**config.mk**
```make
export PLATFORM = sky130hd
export DESIGN_NAME = axis_frame_master
export DESIGN_NICKNAME = d
export VERILOG_FILES = /design/src/rtl/axis_frame_master.sv
export SDC_FILE = /design/constraint.sdc
export NUM_CORES = 1
export LEC_CHECK = 0
export BUFFER_PORTS_ARGS = -buffer_cell sky130_fd_sc_hd__buf_4
export CAP_MARGIN = 5
export CORE_ASPECT_RATIO = 0.75
export CORE_UTILIZATION = 50
export CTS_CLUSTER_DIAMETER = 80
export CTS_CLUSTER_SIZE = 8
export DETAILED_ROUTE_END_ITERATION = 6
export PLACE_DENSITY = 0.73
export REMOVE_ABC_BUFFERS = 1
export SYNTH_ARGS = -nofsm -noshare
export SYNTH_HDL_FRONTEND = slang
export SYNTH_SLANG_ARGS = --single-unit
```
**constraint.sdc**
```tcl
create_clock -name clk -period 2.05 [get_ports clk]
set_input_delay 0.41 -clock clk [delete_from_list [all_inputs] [get_ports clk]]
set_output_delay 0.41 -clock clk [all_outputs]
set_load 0.01 [all_outputs]
```
**src/rtl/axis_frame_master.sv**
```systemverilog
// rtl/axis_frame_master.sv - two-beat buffered AXI4-Stream video frame transmitter
// Optional: define AXIS_FRAME_MASTER_STATS_EN to add stat_beats/stat_stalls counters.
module axis_frame_master #(
    parameter int DATA_WIDTH      = 32,
    parameter int PIXELS_PER_LINE = 640,
    parameter int LINES_PER_FRAME = 480
) (
    input  logic                  clk,
    input  logic                  rst,
    input  logic [DATA_WIDTH-1:0] in_data,
    input  logic                  in_valid,
    output logic                  in_ready,
    output logic [DATA_WIDTH-1:0] m_axis_tdata,
    output logic                  m_axis_tvalid,
    input  logic                  m_axis_tready,
    output logic                  m_axis_tlast,
    output logic                  m_axis_tuser,
    output logic                  frame_done,
    output logic                  busy
`ifdef AXIS_FRAME_MASTER_STATS_EN
    ,
    output logic [31:0]           stat_beats,
    output logic [31:0]           stat_stalls
`endif
);

    localparam int PW = (PIXELS_PER_LINE > 1) ? $clog2(PIXELS_PER_LINE) : 1;
    localparam int LW = (LINES_PER_FRAME > 1) ? $clog2(LINES_PER_FRAME) : 1;
    localparam logic [PW-1:0] PIX_MAX  = PW'(PIXELS_PER_LINE - 1);
    localparam logic [LW-1:0] LINE_MAX = LW'(LINES_PER_FRAME - 1);

    logic [DATA_WIDTH-1:0] head_q;
    logic [DATA_WIDTH-1:0] tail_q;
    logic [1:0]            occ_q;
    logic [PW-1:0]         pix_cnt;
    logic [LW-1:0]         line_cnt;
    logic                  frame_done_q;
    logic                  push;
    logic                  pop;
    logic                  pix_at_max;
    logic                  line_at_max;

    assign m_axis_tvalid = (occ_q != 2'd0);
    assign in_ready      = !rst && (occ_q != 2'd2);
    assign push          = in_valid && in_ready;
    assign pop           = m_axis_tvalid && m_axis_tready;
    assign pix_at_max    = (pix_cnt == PIX_MAX);
    assign line_at_max   = (line_cnt == LINE_MAX);

    // Head register feeds the stream directly, so tdata cannot glitch while stalled.
    assign m_axis_tdata  = head_q;
    assign m_axis_tlast  = m_axis_tvalid && pix_at_max;
    assign m_axis_tuser  = m_axis_tvalid && (pix_cnt == '0) && (line_cnt == '0);
    assign frame_done    = frame_done_q;
    assign busy          = m_axis_tvalid || (pix_cnt != '0) || (line_cnt != '0);

    always_ff @(posedge clk) begin
        if (rst) begin
            head_q       <= '0;
            tail_q       <= '0;
            occ_q        <= 2'd0;
            pix_cnt      <= '0;
            line_cnt     <= '0;
            frame_done_q <= 1'b0;
        end else begin
            // Push while full and pop while empty cannot occur, which keeps this shift simple.
            if (pop && occ_q == 2'd2) begin
                head_q <= tail_q;
            end else if (push && (occ_q == 2'd0 || pop)) begin
                head_q <= in_data;
            end
            if (push && !pop && occ_q == 2'd1) begin
                tail_q <= in_data;
            end

            case ({push, pop})
                2'b10:   occ_q <= occ_q + 2'd1;
                2'b01:   occ_q <= occ_q - 2'd1;
                default: occ_q <= occ_q;
            endcase

            if (pop) begin
                if (pix_at_max) begin
                    pix_cnt  <= '0;
                    line_cnt <= line_at_max ? '0 : line_cnt + 1'b1;
                end else begin
                    pix_cnt <= pix_cnt + 1'b1;
                end
            end

            frame_done_q <= pop && pix_at_max && line_at_max;
        end
    end

`ifdef AXIS_FRAME_MASTER_STATS_EN
    always_ff @(posedge clk) begin
        if (rst) begin
            stat_beats  <= 32'd0;
            stat_stalls <= 32'd0;
        end else begin
            if (pop) begin
                stat_beats <= stat_beats + 32'd1;
            end
            if (m_axis_tvalid && !m_axis_tready) begin
                stat_stalls <= stat_stalls + 32'd1;
            end
        end
    end
`endif

endmodule

```
==> metrics.txt <==
initial antenna violation count=0; Hold Vio Cnt, Final=0; Rows=27; PwrDens=1137 nW/um2; Yosys warnings=0; max cap viols=0; vias per inst=5.654; IO Port Bufs=73; Startpoint Class=flip-flop; top achievable clock speed=465.7 MHz; clock share of power=0.215; synth-to-layout area growth=31.13%; starting DRC count in detailed routing=231; Post-synth EDFFs=0; CTS tree=yes; Final setup viols=2; setup_tns=-0.1578 ns; number of global-route vias before repair=3343; CP endpoint kind=output port; count of pins over their slew limit=0; dpl ws=0.07094 ns; cts bufs inserted=9; Worst-Margin Slew=0.6716 ns; Reg power frac=0.356; die height=78.74 um; critical path data arrival time=1.74 ns; share of layout cells above drive strength 1=0.3201; Synth async-reset ratio=0; final worst slack=-0.09742 ns; H-tree depth=3; failing checks=negative setup slack; die area=8215 um2; sequential fraction of the synthesis area=0.4385; mux contribution to synthesized area=0.002549; Max Clock Skew=0.006566 ns; Remaining DRCs=0; Syn Area/Cell=8.407 um2; Leak=2.001 nW; DRT antenna net count=0; cell type with the largest total area after synthesis=dfxtp_1; Max clock buf depth=2; compound-cell area share of the yosys netlist=0.1864; Cells after Synth=467; routed via count=3698; Area contributors post-synth=dfxtp_1, a311oi_2, nand2_1; commonest non-fill, non-tap cell in the layout=nand2_1; remaining global-route overflow=0; clock slew at reported path FFs=0.09 ns; Setup CP Type=flip-flop to output port; Avg WL per Cell=15.92 um; CTS root buf=clkbuf_8; gr usage total=0.2364; global-route wire length before repair=15560 um; slowest cell on the critical path=or4_4; largest family of logic cells by synthesized area=simple AND/OR/NAND/NOR gates; synthesized area=3926 um2; status=complete, but fails checks; worst-skew pair later-pin latency=0.36 ns; XOR/XNOR Fraction of Synth Area=0.02231; Cell Int Power=0.003781 W; worst-path fanout max=2; Sink Count=86; io pins=74; Initial Util=0.5259; dpl hpwl=6077 um; FF+latch count, synth=86; logic gate share of total power=0.429; maximum VDD drop=0.7487 mV; post-synth top area share=0.4385; P_sw=0.002075 W; crit-path cells=nor4_4 > nand4_1 > or4_4 > buf_6; Slew headroom=0.5522; largest net degree at the start of global routing=54; slowest cell delay on critical path=0.45 ns; period utilisation layout=1.048; Core ar.=7466 um2; First-pass DRT Iterations=6; Critical Path RT=1.64 ns; Min Hold Slack=0.3016 ns; Top FF cell, synth=dfxtp_1; most frequent cells in the layout=nand2_1, buf_4, dfxtp_1; Yosys cell types=37; ant diodes=0; post-synthesis adder-cell area fraction=0.02868; PnR Total Power=0.005856 W; min Tclk post-route=2.147 ns; RSZ-0062 raised after global routing=true; Sw Ratio=0.3543; Layout fillers=588; DRT Wirelength=10410 um; fraction of the mapped netlist area in simple logic gates=0.2658; Util after Layout=0.6896; WP buf/inv=1; Min-Delay Path Class=input port to flip-flop; Layout Nets=593; CP top delay family=simple AND/OR/NAND/NOR gates; GP Congestion=0.8260; width of the die=104.3 um
==> sequential cells by signal, summed over array words and instances (netlist names) <==
register	flops
frame_done	1
line_cnt	9
m_axis_tdata	32
occ_q	2
pix_cnt	10
tail_q	32
==> through the flow <==
| stage | instances | instance area, um2 |
|---|---|---|
| finish | 654 | 5149 |
| global route | 654 | 5149 |
| detailed placement | 624 | 4632 |
| floorplan | 430 | 3745 |
| CTS | 642 | 4928 |
| global placement | 624 | 4632 |
==> cell families (layout without fill, tap and decap cells) <==
group,Yosys count,in the layout
adder cells (fa/ha/maj),9,9
XOR/XNOR,10,10
AND/OR/NAND/NOR,232,232
multiplexers,1,1
flip-flops,86,86
AO/OA/AOI/OAI,82,82
buffers and inverters,47,133
==> layout make-up <==
type                    count  area (um2)  share of cell area
repair buffers            107       980.9              0.1905
clock inverters             5       65.06             0.01264
flip-flops and latches     86        1734              0.3368
well taps                 101       126.4             0.02454
clock buffers              11       151.4             0.02940
multi-input cells         334        2053              0.3988
inverters                  10       37.54            0.007290
==> synth_stat cells, types with 2 or more instances <==
cell type,count
nand4_1,9
nor3_1,3
clkbuf_1,20
a21oi_1,43
buf_1,4
a311oi_2,28
nand2b_1,2
nand2_1,112
buf_2,7
inv_1,9
nand3_1,37
o31ai_1,4
nor2_1,45
buf_4,3
ha_1,9
and3_1,4
a311oi_1,4
or4_1,5
dfxtp_1,86
buf_6,3
nor4_1,5
and4b_1,2
xor2_1,9
==> power groups by stage <==
stage	sequential (W)	combinational (W)	clock [W]
6_report	0.00208	0.00251	0.00126
2_1_floorplan	0.00218	0.00108	0
5_1_grt	0.00211	0.00271	0.00135
3_3_place_gp	0.00211	0.00202	0
3_5_place_dp	0.00212	0.00207	0
4_1_cts	0.00208	0.00218	0.00128
==> worst paths after layout <==
| check | from | endpoint | slack, ns | cells past startpoint |
|---|---|---|---|---|
| min reg2reg | tail_q[16]$_SDFFE_PP0P_ | tail_q[16]$_SDFFE_PP0P_ | 0.46 | 2 |
| max reg2reg | occ_q[0]$_SDFFE_PP0P_ | m_axis_tdata[13]$_SDFFE_PP0P_ | 0.05 | 8 |
| min | in_data[5] | tail_q[5]$_SDFFE_PP0P_ | 0.30 | 3 |
| max | pix_cnt[2]$_SDFFE_PP0P_ | busy | -0.1 | 4 |
==> worst register-to-register path: stages (launching register included) <==
cell	delay (ns)
dfxtp_2	0.36
inv_1	0.07
ha_1	0.23
or3b_4	0.44
a21oi_4	0.18
buf_12	0.15
buf_4	0.14
clkbuf_16	0.19
a311oi_2	0.11
==> layer usage <==
metal	wire, um	global-route usage	vias up
li1	-	-	1785
met1	4596	0.2937	1767
met2	4976	0.4020	135
met3	691	0.05993	11
met4	150	0.08000	0
met5	0	0	-
==> timing repair <==
action | in CTS | in global routing
gates resized for setup | 19 | 10
gates cloned | 0 | 4
setup endpoints to repair | 3 | 33
setup buffers | 2 | 8
pin swaps | 5 | 6
hold buffers | 0 | 0
Note: power is estimated with default switching activity, not from simulation.
